### src/rtl/prng_arbiter.sv
// Round-robin arbiter that hands out one fresh word of a shared XOR PRNG per grant.
// Owns the generator's step/load controls and discards WARMUP words after reset or reseed.
module prng_arbiter #(
  parameter int NUM_REQ = 4,
  parameter int WIDTH   = 32,
  parameter int WARMUP  = 16
) (
  input  logic               clk_i,
  input  logic               rst_ni,
  input  logic [NUM_REQ-1:0] req_i,
  output logic [NUM_REQ-1:0] gnt_o,
  output logic [WIDTH-1:0]   rnd_o,
  output logic               ready_o,
  input  logic               seed_load_i,
  input  logic [WIDTH-1:0]   seed_i,
  input  logic [WIDTH-1:0]   prng_data_i,
  output logic               prng_step_o,
  output logic               prng_load_o,
  output logic [WIDTH-1:0]   prng_seed_o
);

  localparam int PW = $clog2(NUM_REQ);
  localparam logic [15:0] WARM_CNT = 16'(WARMUP);

  typedef enum logic [1:0] {S_WARMUP, S_SERVE, S_LOAD} state_e;

  // With no warm-up configured, both reset and reseed land directly in SERVE.
  localparam state_e START_STATE = (WARMUP == 0) ? S_SERVE : S_WARMUP;

  state_e             state_q, state_d;
  logic [15:0]        cnt_q, cnt_d;
  logic [PW-1:0]      rr_q, rr_d;
  logic [NUM_REQ-1:0] gnt_q, gnt_d;
  logic [WIDTH-1:0]   rnd_q, rnd_d;
  logic [WIDTH-1:0]   seed_q, seed_d;
  logic               load_q, load_d;

  logic [NUM_REQ-1:0] elig;
  logic               found;
  logic [PW-1:0]      win;
  logic [PW:0]        sum;
  logic [PW-1:0]      idx;
  logic               step;

  // The requester currently holding its grant is masked so every word is used once.
  always_comb begin
    elig  = req_i & ~gnt_q;
    found = 1'b0;
    win   = '0;
    sum   = '0;
    idx   = '0;
    for (int k = 0; k < NUM_REQ; k++) begin
      sum = {1'b0, rr_q} + (PW+1)'(k);
      if (sum >= (PW+1)'(NUM_REQ)) begin
        sum = sum - (PW+1)'(NUM_REQ);
      end
      idx = sum[PW-1:0];
      if (!found && elig[idx]) begin
        found = 1'b1;
        win   = idx;
      end
    end
  end

  always_comb begin
    state_d = state_q;
    cnt_d   = cnt_q;
    rr_d    = rr_q;
    gnt_d   = '0;
    rnd_d   = rnd_q;
    seed_d  = seed_q;
    load_d  = 1'b0;
    step    = 1'b0;
    if (seed_load_i) begin
      seed_d  = seed_i;
      load_d  = 1'b1;
      state_d = S_LOAD;
    end else begin
      case (state_q)
        S_WARMUP: begin
          step  = 1'b1;
          cnt_d = cnt_q - 16'd1;
          if (cnt_q <= 16'd1) begin
            state_d = S_SERVE;
          end
        end
        S_LOAD: begin
          cnt_d   = WARM_CNT;
          state_d = START_STATE;
        end
        S_SERVE: begin
          if (found) begin
            step       = 1'b1;
            gnt_d[win] = 1'b1;
            rnd_d      = prng_data_i;
            rr_d       = (win == PW'(NUM_REQ-1)) ? '0 : win + 1'b1;
          end
        end
        default: state_d = START_STATE;
      endcase
    end
  end

  always_ff @(posedge clk_i or negedge rst_ni) begin
    if (!rst_ni) begin
      state_q <= START_STATE;
      cnt_q   <= WARM_CNT;
      rr_q    <= '0;
      gnt_q   <= '0;
      rnd_q   <= '0;
      seed_q  <= '0;
      load_q  <= 1'b0;
    end else begin
      state_q <= state_d;
      cnt_q   <= cnt_d;
      rr_q    <= rr_d;
      gnt_q   <= gnt_d;
      rnd_q   <= rnd_d;
      seed_q  <= seed_d;
      load_q  <= load_d;
    end
  end

  assign gnt_o       = gnt_q;
  assign rnd_o       = rnd_q;
  assign prng_load_o = load_q;
  assign prng_seed_o = seed_q;
  assign ready_o     = rst_ni && (state_q == S_SERVE);
  assign prng_step_o = rst_ni && step;

endmodule

### config.mk
export PLATFORM = sky130hd
export DESIGN_NAME = prng_arbiter
export DESIGN_NICKNAME = d
export VERILOG_FILES = /design/src/rtl/prng_arbiter.sv
export SDC_FILE = /design/constraint.sdc
export NUM_CORES = 1
export LEC_CHECK = 0
export ABC_AREA = 1
export CORE_UTILIZATION = 45
export DETAILED_ROUTE_END_ITERATION = 10
export PLACE_DENSITY = 0.85
export SLEW_MARGIN = 10
export SYNTH_ARGS = -nofsm -noshare
export SYNTH_HDL_FRONTEND = slang
export SYNTH_SLANG_ARGS = --single-unit
### constraint.sdc
create_clock -name clk_i -period 2.5 [get_ports clk_i]
set_clock_uncertainty 0.2 [all_clocks]
set_input_delay 0.625 -clock clk_i [delete_from_list [all_inputs] [get_ports clk_i]]
set_output_delay 0.625 -clock clk_i [all_outputs]
set_load 0.005 [all_outputs]
==> summary.md, run 1 <==
| Metric | Value |
|---|---|
| Max-cap violation count | `0` |
| Flop-to-flop setup slack | `120 ps` |
| Initial antenna violation count | `0` |
| CP arrival | `1800 ps` |
| Most used DFF post-synth | `dfrtp_1` |
| Post-synth EDFFs | `0` |
| Warnings from Yosys | `0` |
| Largest net degree at the start of global routing | `51` |
| FMAX | `0.381 GHz` |
| Fillers | `683` |
| CP startpoint | `rr_q[0]` |
| Area of the multi-input gates | `1690 um^2` |
| Die width | `97.4 um` |
| Via density | `4.97` |
| Maximum vdd drop | `0.433 mV` |
| Synth Net Count | `559` |
| Rows | `34` |
| CP endpoint kind | `output pin` |
| Number of global-route vias before repair | `3,826` |
| Post-layout net count | `732` |
| Top Ports | `142` |
| DP Cell Count | `737` |
| Final Non-Filler Cells | `768` |
| Routed len/inst | `14.0 um` |
| Final worst path period share | `105%` |
| DIE HEIGHT | `97.4 um` |
| Total power | `5730 uW` |
| Crit Reg-Reg Endpoint | `rnd_o[31]` |
| Syn Inst Count | `482` |
| Worst slew margin | `57.5%` |
| Hold_ws | `153 ps` |
| Failing checks | `setup timing` |
| Share of layout cells above drive strength 1 | `17.6%` |
| Buffers on Ports | `141` |
| Total CTS buffers | `9` |
| Design area | `6120 um^2` |
| Reg2reg path depth | `14` |
| Worst R2R Start | `rr_q[0]` |
| Fin. max-slew vios | `0` |
| Type of the worst min-delay path | `input port to asynchronous set/reset pin` |
| Fin. Hold Viols | `0` |
| Ys async rst share | `100%` |
| Die area | `9480 um^2` |
| Drt first pass iters | `4` |
| Post-DP HPWL | `7390 um` |
| Leakage | `0.00299 uW` |
| Max Root-Sink Buffers | `2` |
| Netlist cell types | `33` |
| Antenna cell count | `0` |
| DRT Wirelength | `10,800 um` |
| Min Tclk post-route | `2620 ps` |
| H-tree Lvls | `3` |
| Crit path kind | `flop to output pin` |
| DRT iter0 DRCs | `185` |
| Pwr Density | `936 nW/um^2` |
| GRT Util Overall | `22.9%` |
| Most frequent cells in the layout | `170 x nand2_1, 135 x clkdlybuf4s50_1, 87 x dfrtp_1` |
| Reg clk slew, reported paths | `90 ps` |
| Post-synthesis instance area | `4090 um^2` |
| DRC | `0` |
| Synth Area per Inst | `8.49 um^2` |
| Clk Latency, worst-skew pair | `340 ps` |
| Via count | `3,814` |
| RePlAce Congestion | `0.851` |
| Root buffer cell | `clkbuf_8` |
| Flip-flop and latch area | `2230 um^2` |
| Initial core utilization | `46.7%` |
| Placed inst area | `5700 um^2` |
| CTS tree | `done` |
| Status | `complete, but fails checks` |
| Antenna Nets Post-Route | `0` |
| Final WS setup | `-124 ps` |
| RSZ-0062 raised after global routing | `yes` |
| Seq/Total Area, Yosys | `54.4%` |
| Grt total ovfl | `0` |
| Core footprint | `8760 um^2` |
| Actual slew at the worst max-slew pin | `637 ps` |
| Critical path startpoint category | `flop` |
| Seq cells post-synth | `89` |
| Commonest non-fill, non-tap cell in the layout | `nand2_1` |
| # setup viols final | `1` |
| Layout area overhead | `49.4%` |
| Clock net sink count | `89` |
| First-pass GRT wire length | `17,500 um` |
| CP Max Fanout | `7` |
| Worst Path Required | `1670 ps` |
worst max path at each step:
stage | to | cells after the start
finish | prng_step_o | 10
global route | prng_step_o | 10
CTS | prng_step_o | 10
detailed placement | prng_step_o | 10
global placement | prng_step_o | 9
floorplan | prng_step_o | 8
registers in the layout, summed over array words and instances, names as in the netlist:
name and flops:
prng_seed_o 32, rnd_o 32, cnt_q 16, gnt_o 4
rr_q 2, state_q 2, prng_load_o 1
synth_stat cells, types with 3 or more instances:
| library cell | count | area [um^2] |
|---|---|---|
| nor2_1 | 28 | 105 |
| nand4_1 | 3 | 18.8 |
| buf_2 | 4 | 20.0 |
| nand2_1 | 178 | 668 |
| nand2_2 | 24 | 150 |
| nand3_1 | 59 | 295 |
| ha_1 | 6 | 75.1 |
| o22ai_1 | 4 | 25.0 |
| clkbuf_1 | 10 | 37.5 |
| inv_1 | 28 | 105 |
| o21ai_0 | 10 | 50.1 |
| dfrtp_1 | 88 | 2200 |
| a21oi_1 | 9 | 45.0 |
| buf_6 | 3 | 33.8 |
critical path, cell delays in order, from the launching register on:
cell	delay, ps
dfrtp_2	500
clkinv_4	150
nand3_4	100
nand2_4	80
o21ai_4	150
nand2_2	90
nor2_4	100
nand2_4	70
inv_4	50
a21oi_2	40
buf_2	120
area by class of cell:
cell class / instances / share of cell area (%)
flip-flops and latches: 89 / 36.4
repair buffers: 183 / 28.5
multi-input cells: 341 / 27.6
clock buffers: 12 / 2.37
well taps: 108 / 2.21
inverters: 31 / 2.02
clock inverters: 4 / 0.838
logic make-up after synthesis:
group	count (synthesis)	share of synthesized area [%]
fa+ha+maj	6	1.83
simple gates	305	32.7
compound gates	28	4.00
buf+inv	52	6.57
flops	89	54.4
xor+xnor	2	0.428
timing repair:
| item | in CTS | in global routing |
|---|---|---|
| hold buffers | 0 | 0 |
| gates resized for setup | 25 | 17 |
| setup endpoints to repair | 1 | 2 |
| pin swaps | 7 | 8 |
| setup buffers | 9 | 6 |
| endpoints found under the hold margin | 0 | 0 |
report_power, final:
part | internal (uW) | leakage, uW | switching [uW] | total (uW)
registers | 1850 | 0.00113 | 310 | 2160
clock network | 493 | 0.0000970 | 498 | 991
logic | 1370 | 0.00176 | 1200 | 2570
total | 3710 | 0.00299 | 2010 | 5730
layer usage:
layer,part of all wire [%],up-vias,routed length (um),track usage [%]
met5,0,-,0,0
met4,2.3,0,250,10.1
met3,5.8,27,631,5.32
met2,51,128,5540,39.9
met1,40,1799,4370,27.0
li1,-,1860,-,-
metrics by stage:
stage / setup TNS (ps) / setup slack (ps) / utilization [%]
final: -124 / -124 / 69.8
after global routing: -241 / -219 / 69.8
after CTS: -104 / -104 / 68.6
after detailed placement: -11730 / -719 / 65.1
after global placement: -8800 / -685 / 65.1
after floorplan: 0 / 320 / -
(Power assumes the default switching activity.)
==> run 2: changes to the inputs <==
Settings changed: HOLD_SLACK_MARGIN from default to 0.12, MAX_ROUTING_LAYER from default to met4.
==> summary.md, run 2 (synthesized netlist as in run 1, its figures left out) <==
| Metric | Value |
|---|---|
| Grt total ovfl | `0` |
| Initial antenna violation count | `0` |
| Clock net sink count | `89` |
| Buffers on Ports | `141` |
| First-pass GRT wire length | `17,500 um` |
| Routed len/inst | `14.0 um` |
| Die width | `97.4 um` |
| Max Root-Sink Buffers | `2` |
| Rows | `34` |
| H-tree Lvls | `3` |
| Reg2reg path depth | `15` |
| Share of layout cells above drive strength 1 | `16.8%` |
| CP Max Fanout | `7` |
| Min Tclk post-route | `2570 ps` |
| Root buffer cell | `clkbuf_8` |
| DRT Wirelength | `10,700 um` |
| Worst Path Required | `1670 ps` |
| Antenna Nets Post-Route | `0` |
| Drt first pass iters | `5` |
| Fin. max-slew vios | `0` |
| Status | `complete, but fails checks` |
| Core footprint | `8760 um^2` |
| Fillers | `690` |
| # setup viols final | `1` |
| Post-layout net count | `726` |
| Type of the worst min-delay path | `input port to asynchronous set/reset pin` |
| Worst slew margin | `46.5%` |
| Clk Latency, worst-skew pair | `350 ps` |
| CP endpoint kind | `output pin` |
| CP arrival | `1750 ps` |
| CTS tree | `done` |
| Final design utilization | `69.0%` |
| Fin. Hold Viols | `0` |
| Commonest non-fill, non-tap cell in the layout | `nand2_1` |
| Worst R2R Start | `rr_q[0]` |
| Critical path startpoint category | `flop` |
| Most frequent cells in the layout | `172 x nand2_1, 135 x clkdlybuf4s50_1, 87 x dfrtp_1` |
| Failing checks | `setup timing` |
| Layout area overhead | `47.7%` |
| Number of global-route vias before repair | `3,784` |
| Maximum vdd drop | `0.327 mV` |
| DRC | `0` |
| Crit Reg-Reg Endpoint | `rr_q[1]` |
| Pwr Density | `934 nW/um^2` |
| Crit path kind | `flop to output pin` |
| Reg clk slew, reported paths | `90 ps` |
| Top Ports | `142` |
| Worst slack, placed | `-756 ps` |
| Via density | `4.99` |
| Die area | `9480 um^2` |
| Actual slew at the worst max-slew pin | `802 ps` |
| Final WS setup | `-72.6 ps` |
| GRT Util Overall | `23.7%` |
| Final worst path period share | `103%` |
| DIE HEIGHT | `97.4 um` |
| Flop-to-flop setup slack | `150 ps` |
| Initial core utilization | `46.7%` |
| RePlAce Congestion | `0.857` |
| DRT iter0 DRCs | `178` |
| Via count | `3,801` |
| Leakage | `0.00296 uW` |
| Total CTS buffers | `9` |
| Post-DP HPWL | `7490 um` |
| Antenna cell count | `0` |
| Largest net degree at the start of global routing | `67` |
| RSZ-0062 raised after global routing | `yes` |
| FMAX | `0.389 GHz` |
| Max-cap violation count | `0` |
## run 2: layout make-up
class,instances,area (um^2),area share [%]
tap,108,135,2.24
multi-input combinational,341,1670,27.6
inverter,31,121,2.01
clock inverter,7,77.6,1.28
sequential,89,2230,36.9
timing repair buffer,177,1690,28.0
clock buffer,9,124,2.05
## run 2: stage by stage
step / power, uW / hold WS [ps] / TNS (ps) / instance area (um^2) / instances
after floorplan: 3300 / 129 / 0 / 4090 / 482
after global placement: 4370 / 253 / -9350 / 5700 / 737
after detailed placement: 4480 / 259 / -12640 / 5700 / 737
after CTS: 5590 / 281 / -64.2 / 5990 / 760
after global routing: 6040 / 299 / -172 / 6050 / 762
final: 5650 / 266 / -72.6 / 6050 / 762
## run 2: repair_timing
item	CTS	global route
pin swaps	6	5
setup endpoints to repair	1	1
setup buffers	6	2
hold endpoints to repair	22	0
gates resized for setup	23	13
hold buffers	1	0
cloned	0	0
## run 2: how the worst max path moves through the flow
stage               startpoint          end  slack (ps)
detailed placement    req_i[1]  prng_step_o        -760
floorplan             req_i[1]  prng_step_o         320
global route           rr_q[0]  prng_step_o        -170
finish                 rr_q[0]  prng_step_o         -70
global placement      req_i[0]  prng_step_o        -700
CTS                    rr_q[0]  prng_step_o         -60
## run 2: critical path, stage by stage (launching register included)
cell and delay [ps]:
dfrtp_2 460, clkinv_4 100, nand3_1 140, nand2_2 130, nand2_2 80, o21ai_2 70, inv_2 60, nand2_4 70
inv_2 40, a21oi_2 120, buf_2 120
## run 2: power breakdown
part | internal, uW | switching, uW
registers | 1850 | 308
clock network | 475 | 533
logic | 1310 | 1170
## run 2: metal layers
layer	wire length, um	vias to the layer above	track usage [%]
met1	4370	1789	27.9
met3	506	23	3.96
li1	-	1849	-
met4	289	0	10.6
met2	5480	140	40.0
met5	0	-	-
